[src/rtl/if_fetch_unit.sv]
// Instruction-fetch stage: owns the PC, issues one read at a time to instruction
// memory and presents the decoded word to the IF/ID latch under its stall/flush.
`timescale 1ns/1ps
module if_fetch_unit #(
  parameter logic [31:0] RESET_PC = 32'h0000_0000
) (
  input  logic        clk,
  input  logic        rst_n,
  input  logic        stall,
  input  logic        redirect,
  input  logic [31:0] redirect_pc,
  output logic        imem_req,
  output logic [31:0] imem_addr,
  input  logic        imem_rvalid,
  input  logic [31:0] imem_rdata,
  output logic        inst_valid,
  output logic [31:0] PC_4_IF,
  output logic [5:0]  op_IF,
  output logic [4:0]  Rs_IF,
  output logic [4:0]  Rt_IF,
  output logic [4:0]  Rd_IF,
  output logic [4:0]  Shamt_IF,
  output logic [5:0]  Func_IF
);

  localparam int unsigned XLEN = 32;

  typedef enum logic [1:0] {
    ST_IDLE,
    ST_REQ,
    ST_WAIT,
    ST_FULL
  } state_t;

  state_t          state, state_nxt;
  logic [XLEN-1:0] pc, pc_nxt, pc_inc;
  logic            kill, kill_nxt;
  logic [XLEN-1:0] hold_word, hold_nxt;
  logic [XLEN-1:0] word, word_nxt;
  logic [XLEN-1:0] pc4, pc4_nxt;
  logic            valid, valid_nxt;
  logic            req_nxt;
  logic [XLEN-1:0] addr_nxt;
  logic            consume;
  logic [XLEN-1:0] redirect_aligned;

  assign pc_inc           = pc + XLEN'(4);
  assign consume          = valid & ~stall;
  assign redirect_aligned = redirect_pc & ~XLEN'(3);

  // Next-state, slot and PC update; redirect is applied last so it overrides all.
  always_comb begin
    state_nxt = state;
    pc_nxt    = pc;
    kill_nxt  = kill;
    hold_nxt  = hold_word;
    word_nxt  = word;
    pc4_nxt   = pc4;
    valid_nxt = valid;
    req_nxt   = 1'b0;
    addr_nxt  = imem_addr;

    if (consume) begin
      valid_nxt = 1'b0;
      word_nxt  = '0;
      pc4_nxt   = '0;
    end

    case (state)
      ST_IDLE: state_nxt = ST_REQ;
      ST_REQ:  state_nxt = ST_WAIT;
      ST_WAIT: begin
        if (imem_rvalid) begin
          if (kill) begin
            kill_nxt  = 1'b0;
            state_nxt = ST_REQ;
          end else if (!valid || consume) begin
            word_nxt  = imem_rdata;
            pc4_nxt   = pc_inc;
            valid_nxt = 1'b1;
            pc_nxt    = pc_inc;
            state_nxt = ST_REQ;
          end else begin
            hold_nxt  = imem_rdata;
            state_nxt = ST_FULL;
          end
        end
      end
      ST_FULL: begin
        if (consume) begin
          word_nxt  = hold_word;
          pc4_nxt   = pc_inc;
          valid_nxt = 1'b1;
          pc_nxt    = pc_inc;
          state_nxt = ST_REQ;
        end
      end
      default: state_nxt = ST_IDLE;
    endcase

    if (redirect) begin
      pc_nxt    = redirect_aligned;
      word_nxt  = '0;
      pc4_nxt   = '0;
      valid_nxt = 1'b0;
      hold_nxt  = '0;
      kill_nxt  = 1'b0;
      case (state)
        ST_WAIT: begin
          if (imem_rvalid) begin
            state_nxt = ST_REQ;
          end else begin
            kill_nxt  = 1'b1;
            state_nxt = ST_WAIT;
          end
        end
        // The strobe of this REQ cycle is already out, so its answer must be dropped.
        ST_REQ: begin
          kill_nxt  = 1'b1;
          state_nxt = ST_WAIT;
        end
        default: state_nxt = ST_REQ;
      endcase
    end

    req_nxt = (state_nxt == ST_REQ);
    if (req_nxt) begin
      addr_nxt = pc_nxt;
    end
  end

  // State, PC, buffer and registered outputs.
  always_ff @(posedge clk or negedge rst_n) begin
    if (!rst_n) begin
      state     <= ST_IDLE;
      pc        <= RESET_PC;
      kill      <= 1'b0;
      hold_word <= '0;
      word      <= '0;
      pc4       <= '0;
      valid     <= 1'b0;
      imem_req  <= 1'b0;
      imem_addr <= '0;
    end else begin
      state     <= state_nxt;
      pc        <= pc_nxt;
      kill      <= kill_nxt;
      hold_word <= hold_nxt;
      word      <= word_nxt;
      pc4       <= pc4_nxt;
      valid     <= valid_nxt;
      imem_req  <= req_nxt;
      imem_addr <= addr_nxt;
    end
  end

  assign inst_valid = valid;
  assign PC_4_IF    = pc4;
  assign op_IF      = word[31:26];
  assign Rs_IF      = word[25:21];
  assign Rt_IF      = word[20:16];
  assign Rd_IF      = word[15:11];
  assign Shamt_IF   = word[10:6];
  assign Func_IF    = word[5:0];

endmodule
[config.mk]
export PLATFORM = sky130hd
export DESIGN_NAME = if_fetch_unit
export DESIGN_NICKNAME = d
export VERILOG_FILES = /design/src/rtl/if_fetch_unit.sv
export SDC_FILE = /design/constraint.sdc
export NUM_CORES = 1
export LEC_CHECK = 0
export BUFFER_PORTS_ARGS = -buffer_cell sky130_fd_sc_hd__buf_4
export CAP_MARGIN = 10
export CORE_AREA = 10 10 103 197
export DETAILED_ROUTE_END_ITERATION = 6
export DIE_AREA = 0 0 113 207
export PLACE_DENSITY = 0.78
export SLEW_MARGIN = 25
export SYNTH_ARGS = -nofsm -noshare
export SYNTH_HDL_FRONTEND = slang
export SYNTH_SLANG_ARGS = --single-unit
[constraint.sdc]
create_clock -name clk -period 5.6 [get_ports clk]
set_clock_uncertainty 0.1 [all_clocks]
set_input_delay 1.12 -clock clk [delete_from_list [all_inputs] [get_ports clk]]
set_output_delay 1.12 -clock clk [all_outputs]
set_load 0.02 [all_outputs]
# --- After elaboration in Yosys (flattened, before gate mapping) ---
# Index checks and enable logic that the tools add are counted.
word_totals:
  register_bits: 165
  input_bits: 69
  word_cells: 70
  out_inout_bits: 98
classes:
  n_addsub: 1
  mux: 45
  eq_ne: 6
  n_reduce_logical: 7
  bitwise_logic: 2
op_table:
  columns: ["cell", "n"]
  rows:
  - ["two-way mux 32 bit", 22]
  - ["case mux 32 bit (2 select lines)", 3]
  - ["adder 32 x 3 -> 32 bit, second input constant", 1]
  - ["two-way mux 2 bit", 6]
  - ["two-way mux 1 bit", 10]
  - ["case mux 2 bit (4 select lines)", 1]
  - ["== test 2 x 1 -> 1 bit, second input constant", 2]
  - ["== test 2 bit, second input constant", 2]
  - ["!= test 2 bit, second input constant", 2]
  - ["case mux 1 bit (2 select lines)", 2]
  - ["case mux 2 bit (2 select lines)", 1]
  - ["AND reduction 4 bit", 1]
  - ["nonzero test 2 bit", 2]
  - ["zero test 2 bit", 1]
  - ["AND reduction 2 bit", 1]
  - ["bitwise AND 1 bit", 1]
  - ["zero test 1 bit", 1]
  - ["logical OR 1 bit", 1]
  - ["inverter 1 bit", 1]

# --- Logic depth before layout (Yosys ltp) ---
logic_depth:
  word_depth: 9
  mapped_depth: 12
  mapped_depth_nobuf: 9

# --- Worst setup path after synthesis ---
# No wires, ideal clock.
synth_timing:
  kind: "input to register"
  start: "in stall"
  end: "reg imem_addr[12]"
  arrival_time_ns: 2.810
  cell_stages: 8
  setup_time_ns: 0.125
  required_ns: 5.375
  n_path_buf: 2
  path_slack_ns: 2.566
  path_cell_list: "nand2b_1 a2111oi_0 o31ai_1 nand2b_1 buf_2 inv_2 buf_2 mux2_2"
synth_between:
  elab_chain_cells: 9
synth_rtl:
  columns: ["item", "line_no", "source"]
  rows:
  - ["start, declared", "9", "input logic stall,"]
  - ["inverter 1 bit (*)", "48", "assign consume = valid & ~stall;"]
  - ["bitwise AND 1 bit (*)", "48", null]
  - ["logical OR 1 bit", "77", "end else if (!valid || consume) begin"]
  - ["two-way mux 2 bit", "77", null]
  - ["two-way mux 2 bit", "74", "if (kill) begin"]
  - ["two-way mux 2 bit", "73", "if (imem_rvalid) begin"]
  - ["case mux 2 bit (4 select lines) (*)", "69", "case (state)"]
  - ["two-way mux 2 bit (*)", "101", "if (redirect) begin"]
  - ["via state_nxt[1]", "35", "state_t state, state_nxt;"]
  - ["== test 2 x 1 -> 1 bit (*)", "126", "req_nxt = (state_nxt == ST_REQ);"]
  - ["end signal, assigned", "153", "imem_addr <= addr_nxt;"]
  - ["end, declared", "13", "output logic [31:0] imem_addr,"]
# The timed path passes the listed nets; every way through them passes the cells marked *.
# A chain may end at the register's enable or synchronous reset.

# --- Worst setup path in the final report ---
layout_timing:
  start: "reg state[0]"
  end: "reg imem_addr[9]"
layout_between:
  elab_chain_cells: 4
layout_rtl:
  columns: ["item", "line_no", "source"]
  rows:
  - ["start, declared", "35", null]
  - ["start signal, assigned", "145", "state <= state_nxt;"]
  - ["== test 2 bit (tied with other cells)", "69", null]
  - ["case mux 2 bit (4 select lines) / case mux 2 bit (2 select lines) (equally long branches)", "69, 108", null]
  - ["two-way mux 2 bit", "101", null]
  - ["== test 2 x 1 -> 1 bit", "126", null]
# Several ways; a longest one is shown, not always the timed one.

==> out/results.txt <==
Clock transition at path regs: 0.07 ns
DRT Pass-1 Iters: 7
CP endpoint: imem_addr[9]
Worst slew margin: 0.2507
Max FO, Critical Path: 19
Max-Cap Viols: 0
Cts repair resizes: 0
Post-DR vias/cell: 6.402
Setup bufs post-CTS: 0
Post-Syn Area: 9284 sq um
I/O Pins: 167
# DRC: 8
Reg2reg path depth: 8
Leakage: 4.957 nW
Critical Path Start: state[0]
Setup ws final: 2.111 ns
Worst Path Arrival: 3.65 ns
Pin count of the biggest net entering global routing: 96
Reg2reg setup slack: 2.11 ns
CP Data Required Time: 5.77 ns
Layout Nets: 1262
Clock Tree Root: clkbuf_16
Status: finished with violations
Sink Count: 165
CTS HTree Levels: 4
Yosys warns: 0
Pre-CTS WS: 1.750 ns
Register area share after synthesis: 0.4447
Vias in the first global route: 8911
Number of setup violations in the final report: 0
Port Buf Inserts: 164
Row Count: 68
CP startpoint kind: register
Minimum clock period: 3.489 ns
Chip height: 207 um
RR Endpoint: imem_addr[9]
Primary FF master, synth: dfrtp_1
WL final: 29.52 mm
Setup TNS: 0 ns
Initial antenna violation count: 0
Initial DRC count: 939
Global-route usage over all layers: 0.2441
Initial Util: 0.5429
VDD IR-drop max: 0.0003153 V
Met3 usage: 0.06221
Antenna Cells: 0
Flops & latches, synth: 165
Distinct cells, synth: 77
Worst reg2reg startpoint: state[0]
Die W: 113 um
HP Class: reg2reg
Hold Fails Final Rpt: 0
Layout cells sized above 1: 0.2215
Cell Pwr Density: 426.2 nW/um^2
ANT nets after route: 0
Area Overhead vs Synth: 19.68%
Fmax: 286.6 MHz
Post-synth ARST share: 1.000
Die ar.: 23390 sq um
Synth top area cells: dfrtp_1 (44%), nand2_1 (9.9%), nor2_1 (4.3%), a21oi_1 (4.2%), a222oi_1 (3.6%)
Top Usage Layer GRT: met2
Hold-fix buffer count after cts: 0
Actual slew at the worst max-slew pin: 1.096 ns
Met2 Usage GRT: 0.3840
Routing usage on met1: 0.3044
Vias: 9033
Violations in the final reports: design-rule violations
Post-DP HPWL: 20.11 mm
Post-synth EDFFs: 0
Worst skew pair latency: 0.43 ns
Global route total overflow: 0
Avg Cell Area, Syn: 8.510 sq um
Post-Syn Instances: 1091
CTS buffer count: 17
Period utilisation layout: 0.6230
CP endpoint kind: register
Placer Congestion: 0.9640
Synth area leader: dfrtp_1
Syn Nets: 1165
Wire per inst: 20.92 um
Crit Path Category: reg2reg
Core Region: 17100 sq um
Max Root-Sink Buffers: 2
RSZ-0062 raised after global routing: false
CTS tree: built
Final Slew Violations: 0
First-pass GRT wire length: 47.40 mm
Synth top area share: 0.4447
## metrics by stage
step	instances	power (mW)	instance area [sq um]	hold WS [ns]	util
2_1_floorplan	1091	2.861	9284	0.4018	-
3_3_place_gp	1378	3.509	10510	0.3646	0.6146
3_5_place_dp	1378	3.567	10510	0.3710	0.6148
4_1_cts	1410	4.731	11080	0.3870	0.6481
5_1_grt	1411	4.976	11110	0.4018	0.6497
6_report	1411	4.735	11110	0.3810	0.6497
## how the worst min path moves through the flow
stage,from,endpoint,slack [ns],cells after the start
floorplan,hold_word[0],hold_word[0],0.40,2
global placement,imem_addr[3],imem_addr[3],0.36,2
CTS,imem_addr[3],imem_addr[3],0.39,2
detailed placement,imem_addr[3],imem_addr[3],0.37,2
global route,imem_addr[3],imem_addr[3],0.40,2
finish,imem_addr[27],imem_addr[27],0.38,2
## layout make-up
type / instances / area, sq um
Multi-Input combinational cell: 809 / 4718
Fill cell: 1419 / 5991
Timing Repair Buffer: 180 / 1375
Clock inverter: 15 / 143.9
Tap cell: 210 / 262.8
Clock buffer: 17 / 425.4
Inverter: 15 / 56.30
Sequential cell: 165 / 4129
## where the power goes
group,switching (mW),internal [mW]
clock,0.536,0.624
combinational,1.15,0.762
sequential,0.239,1.42
## logic make-up (layout without fill, tap and decap cells)
kind of cell	count (synthesis)	in the layout	share of synthesized area
AO/OA/AOI/OAI	266	266	0.1997
XOR/XNOR	30	30	0.02830
adder cells (fa/ha/maj)	5	5	0.006739
buffers and inverters	117	227	0.05148
flip-flops	165	165	0.4447
multiplexers	33	33	0.04003
AND/OR/NAND/NOR	475	475	0.2290
## flip-flops by register name, summed over array words and instances, names as in the netlist
register / flops
PC_4_IF: 32
hold_word: 32
imem_addr: 32
pc: 32
word: 32
state: 2
imem_req: 1
inst_valid: 1
kill: 1
## cell usage after synthesis (all sizes together), types with 7 or more instances
library cell,number
a211oi,10
a21oi,77
a221oi,7
a222oi,33
a22oi,12
a31oi,12
a32oi,7
and2,9
and3,8
buf,31
clkbuf,71
dfrtp,165
inv,14
mux2,30
nand2,245
nand3,19
nand4,20
nor2,106
nor2b,9
nor3,18
nor4,17
o21ai,42
o31ai,9
xnor2,15
xor2,15
## cell usage in the layout, fill, tap and decap left out, types with 8 or more instances in the layout
cell and instances:
dfrtp_1 165, xor2_1 15, a22oi_1 12, xnor2_1 15
nor2_1 104, a31oi_1 12, nor4_1 15, nand2_1 244
a21oi_1 76, a222oi_1 33, inv_1 13, nand3_1 18
clkbuf_16 17, nor3_1 18, buf_4 178, a211oi_1 9
nor2b_1 8, o21ai_0 40, and2_1 8, and3_1 8
nand4_1 18, o31ai_1 9, mux2_2 29
## per-layer routing
metal  wire length, um  part of all wire  up-vias
li1                  -                 -     4106
met1             11540              0.39     4345
met2             14120              0.48      494
met3              2674             0.091       88
met4              1183             0.040        0
met5                 0                 0        -
## critical path, stage by stage, from the launching register on
cell and delay [ns]:
dfrtp_1 0.43, inv_1 0.11, ha_1 0.57, nand3b_1 0.41
o21ai_1 0.23, buf_4 0.23, nand2_1 0.06, a2111oi_0 0.97
o31ai_1 0.20
Note: power is estimated with default switching activity, not from simulation.
